### src/rtl/seven_segments_to_bcd_if.sv
// Segment bus between a display source and the segment-to-BCD decoder.
interface seven_segments_to_bcd_if #(
  parameter int ERR_W = 8
);
  logic [6:0]       Seg;
  logic [3:0]       Digit;
  logic             Valid;
  logic             Dash;
  logic             Error;
  logic [ERR_W-1:0] ErrCount;

  modport master (
    output Seg,
    input  Digit, Valid, Dash, Error, ErrCount
  );

  modport slave (
    input  Seg,
    output Digit, Valid, Dash, Error, ErrCount
  );
endinterface

### src/rtl/seven_segments_to_bcd.sv
// Seven-segment pattern to BCD decoder with a stability filter, dash/blank
// handling and a saturating illegal-pattern counter.
module seven_segments_to_bcd #(
  parameter int STABLE_CYCLES = 4,
  parameter int ERR_W         = 8
) (
  input  logic                    clock,
  input  logic                    reset_n,
  seven_segments_to_bcd_if.slave  bus
);

  localparam int CNT_W = $clog2(STABLE_CYCLES + 1);

  typedef enum logic [1:0] {
    CLS_DIGIT   = 2'd0,
    CLS_DASH    = 2'd1,
    CLS_BLANK   = 2'd2,
    CLS_ILLEGAL = 2'd3
  } seg_class_e;

  typedef struct packed {
    seg_class_e cls;
    logic [3:0] digit;
  } seg_decode_t;

  // Bit order is g,f,e,d,c,b,a from MSB to LSB.
  function automatic seg_decode_t decode_seg(input logic [6:0] pat);
    seg_decode_t r;
    r.cls   = CLS_DIGIT;
    r.digit = 4'hF;
    case (pat)
      7'b0111111: r.digit = 4'd0;
      7'b0000110: r.digit = 4'd1;
      7'b1011011: r.digit = 4'd2;
      7'b1001111: r.digit = 4'd3;
      7'b1100110: r.digit = 4'd4;
      7'b1101101: r.digit = 4'd5;
      7'b1111101: r.digit = 4'd6;
      7'b0000111: r.digit = 4'd7;
      7'b1111111: r.digit = 4'd8;
      7'b1100111: r.digit = 4'd9;
      7'b1000000: r.cls   = CLS_DASH;
      7'b0000000: r.cls   = CLS_BLANK;
      default:    r.cls   = CLS_ILLEGAL;
    endcase
    return r;
  endfunction

  logic [6:0]       seg_q,     seg_d;
  logic [6:0]       cand_q,    cand_d;
  logic [CNT_W-1:0] cnt_q,     cnt_d;
  logic [6:0]       acc_q,     acc_d;
  logic             acc_vld_q, acc_vld_d;
  logic [3:0]       digit_q,   digit_d;
  logic             valid_q,   valid_d;
  logic             dash_q,    dash_d;
  logic             error_q,   error_d;
  logic [ERR_W-1:0] err_cnt_q, err_cnt_d;

  logic        accept_s;
  seg_decode_t dec_s;

  assign dec_s = decode_seg(cand_q);

  // Accept fires on the edge where a held candidate completes its count.
  assign accept_s = (seg_q == cand_q)
                 && (cnt_q == CNT_W'(STABLE_CYCLES - 1))
                 && ((cand_q != acc_q) || !acc_vld_q);

  // Next-state: input sampling, stability filter and accept-time output update.
  always_comb begin
    seg_d     = bus.Seg;
    cand_d    = cand_q;
    cnt_d     = cnt_q;
    acc_d     = acc_q;
    acc_vld_d = acc_vld_q;
    digit_d   = digit_q;
    valid_d   = 1'b0;
    dash_d    = dash_q;
    error_d   = error_q;
    err_cnt_d = err_cnt_q;

    if (seg_q != cand_q) begin
      cand_d = seg_q;
      cnt_d  = '0;
    end else if (cnt_q < CNT_W'(STABLE_CYCLES)) begin
      cnt_d = cnt_q + CNT_W'(1);
    end else begin
      cnt_d = cnt_q;
    end

    if (accept_s) begin
      acc_d = cand_q;
      case (dec_s.cls)
        CLS_DIGIT: begin
          acc_vld_d = 1'b1;
          valid_d   = 1'b1;
          digit_d   = dec_s.digit;
          dash_d    = 1'b0;
          error_d   = 1'b0;
        end
        CLS_DASH: begin
          acc_vld_d = 1'b1;
          valid_d   = 1'b1;
          digit_d   = 4'hF;
          dash_d    = 1'b1;
          error_d   = 1'b0;
        end
        // Display off: forget the accepted value so a repeat re-strobes.
        CLS_BLANK: begin
          acc_vld_d = 1'b0;
        end
        CLS_ILLEGAL: begin
          acc_vld_d = 1'b1;
          valid_d   = 1'b1;
          digit_d   = 4'hF;
          dash_d    = 1'b0;
          error_d   = 1'b1;
          if (err_cnt_q != {ERR_W{1'b1}}) begin
            err_cnt_d = err_cnt_q + ERR_W'(1);
          end else begin
            err_cnt_d = err_cnt_q;
          end
        end
        default: begin
          acc_vld_d = acc_vld_q;
        end
      endcase
    end else begin
      acc_d = acc_q;
    end
  end

  // State and output registers with synchronous active-low reset.
  always_ff @(posedge clock) begin
    if (!reset_n) begin
      seg_q     <= 7'd0;
      cand_q    <= 7'd0;
      cnt_q     <= '0;
      acc_q     <= 7'd0;
      acc_vld_q <= 1'b0;
      digit_q   <= 4'h0;
      valid_q   <= 1'b0;
      dash_q    <= 1'b0;
      error_q   <= 1'b0;
      err_cnt_q <= '0;
    end else begin
      seg_q     <= seg_d;
      cand_q    <= cand_d;
      cnt_q     <= cnt_d;
      acc_q     <= acc_d;
      acc_vld_q <= acc_vld_d;
      digit_q   <= digit_d;
      valid_q   <= valid_d;
      dash_q    <= dash_d;
      error_q   <= error_d;
      err_cnt_q <= err_cnt_d;
    end
  end

  assign bus.Digit    = digit_q;
  assign bus.Valid    = valid_q;
  assign bus.Dash     = dash_q;
  assign bus.Error    = error_q;
  assign bus.ErrCount = err_cnt_q;

endmodule

### src/flat_wrapper.sv
// flat-port wrapper written by rule: the top's interface ports become plain ports
module seven_segments_to_bcd_flat 
#(
  parameter int STABLE_CYCLES = 4,
  parameter int ERR_W         = 8
)
  (clock, reset_n, bus_Seg, bus_Digit, bus_Valid, bus_Dash, bus_Error, bus_ErrCount);
  seven_segments_to_bcd_if #(.ERR_W(ERR_W)) bus_i ();
  input  logic clock;
  input  logic reset_n;
  input wire logic [$bits(bus_i.Seg)-1:0] bus_Seg;
  output wire logic [$bits(bus_i.Digit)-1:0] bus_Digit;
  output wire logic [$bits(bus_i.Valid)-1:0] bus_Valid;
  output wire logic [$bits(bus_i.Dash)-1:0] bus_Dash;
  output wire logic [$bits(bus_i.Error)-1:0] bus_Error;
  output wire logic [$bits(bus_i.ErrCount)-1:0] bus_ErrCount;
  assign bus_i.Seg = bus_Seg;
  assign bus_Digit = bus_i.Digit;
  assign bus_Valid = bus_i.Valid;
  assign bus_Dash = bus_i.Dash;
  assign bus_Error = bus_i.Error;
  assign bus_ErrCount = bus_i.ErrCount;
  seven_segments_to_bcd #(.STABLE_CYCLES(STABLE_CYCLES), .ERR_W(ERR_W)) u_core (.clock(clock), .reset_n(reset_n), .bus(bus_i));
endmodule
### config.mk
export PLATFORM = sky130hd
export DESIGN_NAME = seven_segments_to_bcd_flat
export DESIGN_NICKNAME = d
export VERILOG_FILES = /design/src/rtl/seven_segments_to_bcd_if.sv /design/src/rtl/seven_segments_to_bcd.sv /design/src/flat_wrapper.sv
export SDC_FILE = /design/constraint.sdc
export NUM_CORES = 1
export LEC_CHECK = 0
export CAP_MARGIN = 20
export CORE_AREA = 2 2 73 75
export CTS_BUF_LIST = sky130_fd_sc_hd__clkbuf_4 sky130_fd_sc_hd__clkbuf_8
export DETAILED_ROUTE_END_ITERATION = 8
export DIE_AREA = 0 0 75 77
export GPL_ROUTABILITY_DRIVEN = 0
export PLACE_DENSITY = 0.62
export SLEW_MARGIN = 15
export SYNTH_ARGS = -nofsm -noshare
export SYNTH_HDL_FRONTEND = slang
export SYNTH_SLANG_ARGS = --single-unit
### constraint.sdc
create_clock -name clock -period 2.8 [get_ports clock]
set_input_delay 0.56 -clock clock [delete_from_list [all_inputs] [get_ports clock]]
set_output_delay 0.56 -clock clock [all_outputs]
set_load 0.02 [all_outputs]
Word-level counts from Yosys, hierarchy flattened
Cells that the tools add are included.

Add/sub/neg operators: 2. Multiply operators: 0. Div/mod/pow operators: 0. $lt $le $gt $ge: 1. Eq/ne operators: 19. Shift-type cells: 0. Mux-type cells: 7. Bitwise gates (word level): 1. Reductions and logical operators: 20.

Operator list (count): $eq 7x7->1 const B (8); $pmux 4 s10 (1); $eq 7x3->1 const B (2); $ne 7x7->1 (2); $reduce_or 10->1 (1); $add 8x1->8 const B (1); $ne 8x8->1 const B (1); $pmux 4 s2 (1); $reduce_and 2->1 (4); $reduce_or 2->1 (4); $eq 7x6->1 const B (1); $eq 7x7->1 (1); $logic_not 7->1 (1); $pmux 1 s2 (3); $pmux 2 s3 (1); $reduce_bool 2->1 (3); $eq 2x2->1 const B (2); $add 3x1->3 const B (1); $eq 3x2->1 const B (1); $lt 3x3->1 const B (1); $reduce_and 3->1 (1); $reduce_or 3->1 (1); $eq 2x1->1 const B (1); $logic_and 1x1->1 (2); 5 further kinds (5).

Flip-flop bits (word level): 40. Latch bits: 0. Memory bits (writable): 0. ROM bits: 0. Logic and storage cells: 60. Memories kept: 0.

Logic depth before layout (Yosys ltp)
Depth after elaboration: 7. Depth in mapped cells: 11. Depth with buffers taken out: 9.

Least setup slack after synthesis
OpenSTA, ideal clock, no wires.

Kind: register to register. Start: register u_core.cand_q[4]. End: register u_core.err_cnt_q[5], in the netlist u_core.bus.ErrCount[5]. Data arrival time: 2.267 ns. Data required time: 2.729 ns. Slack: 0.463 ns. Cell stages (with the launch flop): 9. Path buffers: 2. Clock period less this slack: 2.337 ns. Path through: dfxtp_1 > buf_6 > xor2_1 > nor4_4 > nand3_2 > or4_1 > buf_2 > or4_1 > a21oi_1.

Cells in the longest elaborated chain, start to end: 5.

RTL lines: start: declaration (line seven_segments_to_bcd.sv:50) `logic [6:0] cand_q, cand_d;`; start signal: assignment (line seven_segments_to_bcd.sv:149) `cand_q <= cand_d;`; $eq 7x6->1 (tied with other cells) (line seven_segments_to_bcd.sv:31) `case (pat)`; $reduce_or 10->1 (no line); $pmux 2 s3 (line seven_segments_to_bcd.sv:31); $eq 2x2->1 (line seven_segments_to_bcd.sv:94) `case (dec_s.cls)`; $reduce_and 3->1 (no line) (*); end signal: assignment (line seven_segments_to_bcd.sv:157) `err_cnt_q <= err_cnt_d;`; end: declaration (line seven_segments_to_bcd.sv:58) `logic [ERR_W-1:0] err_cnt_q, err_cnt_d;`.

Every way passes the cells marked *; elsewhere a longest branch is shown, timed or not. A chain may end at the register's enable or synchronous reset.

Worst setup path after layout
Same ends and word-level chain as after synthesis.

==> metrics.md <==
| Metric | Value |
|---|---|
| Dpl hpwl | 2.61 mm |
| R2r startpoint | u_core.cand_q[4] |
| Fillers | between 500 and 600 |
| LEAKAGE | 0.000865 µW |
| R2R depth | 6 |
| Fin worst setup slack | 226 ps |
| Syn-to-layout area delta | 21.6% |
| Worst Path Required | 3020 ps |
| Final setup fails | 0 |
| Switch Pwr | between 200 and 300 µW |
| DRT Wirelength | between 3 and 4 mm |
| Post-DR wirelength/cell | 11.6 µm |
| R2r setup slk | 230 ps |
| Hold Path Cell Cnt | 1 |
| Max FO, Critical Path | 12 |
| RR Endpoint | u_core.bus.ErrCount[5] |
| Share of the synthesized area in the top cell type | 41.8% |
| H-tree level count | 2 |
| Die Y | 77 µm |
| Total Routing Usage GR | 14.4% |
| Met2 WL | 1.73 mm |
| DRT iter0 DRCs | 82 |
| PwrDens | roughly 460 nW/µm² |
| Number of vias per cell | 5.03 |
| Most frequent cells in the layout | dfxtp_1, clkdlybuf4s50_1, nor2_1, nand2_1 |
| First-pass GRT wire length | 6.49 mm |
| Floorplan row count | 26 |
| Hold Vio Cnt, Final | 0 |
| Routed Antenna Nets | 0 |
| Post-CTS Setup Inserts | 0 |
| Final worst-path cycle share | 91.9% |
| Final max-slew violation count | 0 |
| Commonest non-fill, non-tap cell in the layout | dfxtp_1 |
| Largest net degree at the start of global routing | 21 |
| TNS Setup | 0 ps |
| Sequential area share after synthesis | 41.8% |
| Avg Cell Area, Syn | around 8.7 µm² |
| CTS Buf Count | 5 |
| IO buf count | 23 |
| Worst EP arrival | 2800 ps |
| Leading area contributor after synthesis | dfxtp_1 |
| Post-synth EDFFs | 0 |
| Fin Clk Skew | 6.05 ps |
| Hold WC Path Type | reg -> reg |
| Initial antenna violation count | 0 |
| Layout cells sized above 1 | under 10% |
| Max-Cap Viols | 0 |
| Sw frac | a little under a quarter |
| Combinational fraction of design power | 7.6% |
| Clk pin slew, worst setup/hold paths | 80 ps |
| Initial Utilization | about two fifths |
| Crit end category | flop |
| Async set-reset flop share out of synthesis | 0% |
| Hold endpoint | u_core.cand_q[1] |
| Flops & latches, synth | 40 |
| RSZ-0062 raised after global routing | false |
| WL met1 | 1.72 mm |
| Hold path start | u_core.seg_q[1] |
| Synth Cell Area | 1910 µm² |
| TritonCTS clock tree | yes |
| Sequential Power Share | 55.5% |
| Prevailing post-synth register cell | dfxtp_1 |
| Placed Instances | 307 |
| Slew HR | a little under three fifths |
| Worst skew pair latency | 290 ps |
| Sink Count | 40 |
| Final nets | 259 |
| Syn Nets | between 200 and 250 |
| DP Worst Slack | roughly 180 ps |
| Fin crit period | 2570 ps |
| Antenna diodes | 0 |
| Non-Filler Instances | 315 |
| Die ar. | 5780 µm² |
| Top Layer Used | met4 |
| Worst Path Class, Setup | reg -> reg |
| Top cells by area, synth | dfxtp_1, xor2_1, and2_1, a21oi_1, ha_1 |
| Met3 WL post-DR | 129 µm |
| Tightest Pin Transition | 666 ps |
| Detailed Routing Iterations Pass 1 | 4 |
| Die width | 75 µm |
| Pint | 816 µW |
| Netlist cell types | 39 |
| Via Count | 1,583 |
| Io pins | 24 |
| Post-Syn Instances | roughly 220 |
| Clk Tree Root Cell | clkbuf_8 |
| Fmax | about 390 MHz |
| Gr ovfl total | 0 |
| Ys Warns | 0 |
| Startpoint types | flop |
| Vias in the first global route | 1,456 |
| Status | finished, final reports clean |
| Clock power frac | 36.9% |
| Area of the core | between 4000 and 5000 µm² |
| Clk buf depth | 2 |
| DRC | 0 |
| Max rail drop VDD | roughly 0.00024 V |
critical path, stage by stage, from the launching register on:
cell     delay (ps)
dfxtp_1         570
xor2_1          170
nor4_4          320
nand3_2         130
or4_1           670
or4_1           510
a21oi_1         140
sequential cells by signal, summed over array words and instances (netlist names):
register	flops
u_core.bus.Digit	4
u_core.bus.Valid	1
u_core.acc_vld_q	1
u_core.bus.Error	1
u_core.cand_q	7
u_core.cnt_q	3
u_core.bus.ErrCount	8
u_core.seg_q	7
u_core.acc_q	7
u_core.bus.Dash	1
what timing repair did:
| action | CTS | global route |
|---|---|---|
| setup endpoints to repair | 0 | 1 |
| hold buffers | 0 | 0 |
| gates resized for setup | 0 | 1 |
metrics by stage:
step	instance area, µm²	util (%)	power (µW)	hold slack, ps
3_5_place_dp	2230	44.9	687	462
5_1_grt	2330	46.8	1120	508
4_1_cts	2330	46.8	1080	480
2_1_floorplan	1910	-	662	450
6_report	2330	46.8	1070	477
3_3_place_gp	2230	44.9	686	458
power by group through the flow:
stage               Sequential (µW)  Clock [µW]  Combinational, µW
floorplan                       597           0               64.2
global placement                605           0               81.5
detailed placement              605           0               82.2
CTS                             592         407               82.6
global route                    594         437               92.9
finish                          592         394               81.2
how the worst max path moves through the flow:
stage	start	to	slack, ps	cells past startpoint
after global routing	u_core.cand_q[4]	u_core.bus.ErrCount[5]	40	6
after global placement	u_core.cand_q[5]	u_core.bus.ErrCount[5]	200	6
after detailed placement	u_core.cand_q[5]	u_core.bus.ErrCount[5]	180	6
after floorplan	u_core.cand_q[4]	u_core.bus.ErrCount[5]	460	8
after CTS	u_core.cand_q[5]	u_core.bus.ErrCount[5]	160	6
final	u_core.cand_q[4]	u_core.bus.ErrCount[5]	230	6
cells by family after synthesis:
| family | share of synthesized area, % |
|---|---|
| DFF | 41.8 |
| adders and majority gates | 3.92 |
| muxes | 2.09 |
| xor gates and xnor gates | 8.69 |
| and+or+nand+nor | 25.6 |
| AOI/OAI and AO/OA | 12.9 |
| buffers and inverters | 4.97 |
routing by layer:
metal	GRT usage, %	vias to the layer above
li1	-	810
met1	18.5	735
met2	21.7	29
met3	3.15	9
met4	8.39	0
met5	0	-
synthesized netlist by cell type, types with 3 or more instances:
cell type,number
nand4b_1,3
a31oi_1,4
nand2_1,17
clkbuf_1,9
and3_1,3
inv_1,6
buf_2,4
nand4_1,3
xnor2_1,8
dfxtp_1,40
nor2_1,17
ha_1,6
a21oi_1,15
o21ai_0,15
nand3_1,6
nor3_1,7
and2_1,15
xor2_1,11
mux2i_1,4
final cells by class:
| cell class | count | area [µm²] | share of cell area [%] |
|---|---|---|---|
| clock buffers | 6 | 82.6 | 3.55 |
| clock inverters | 2 | 10.0 | 0.430 |
| inverters | 6 | 22.5 | 0.967 |
| multi-input cells | 158 | 1020 | 43.7 |
| flip-flops and latches | 40 | 802 | 34.4 |
| well taps | 70 | 87.6 | 3.76 |
| repair buffers | 33 | 305 | 13.1 |
Power figures use the tool's default switching activity.
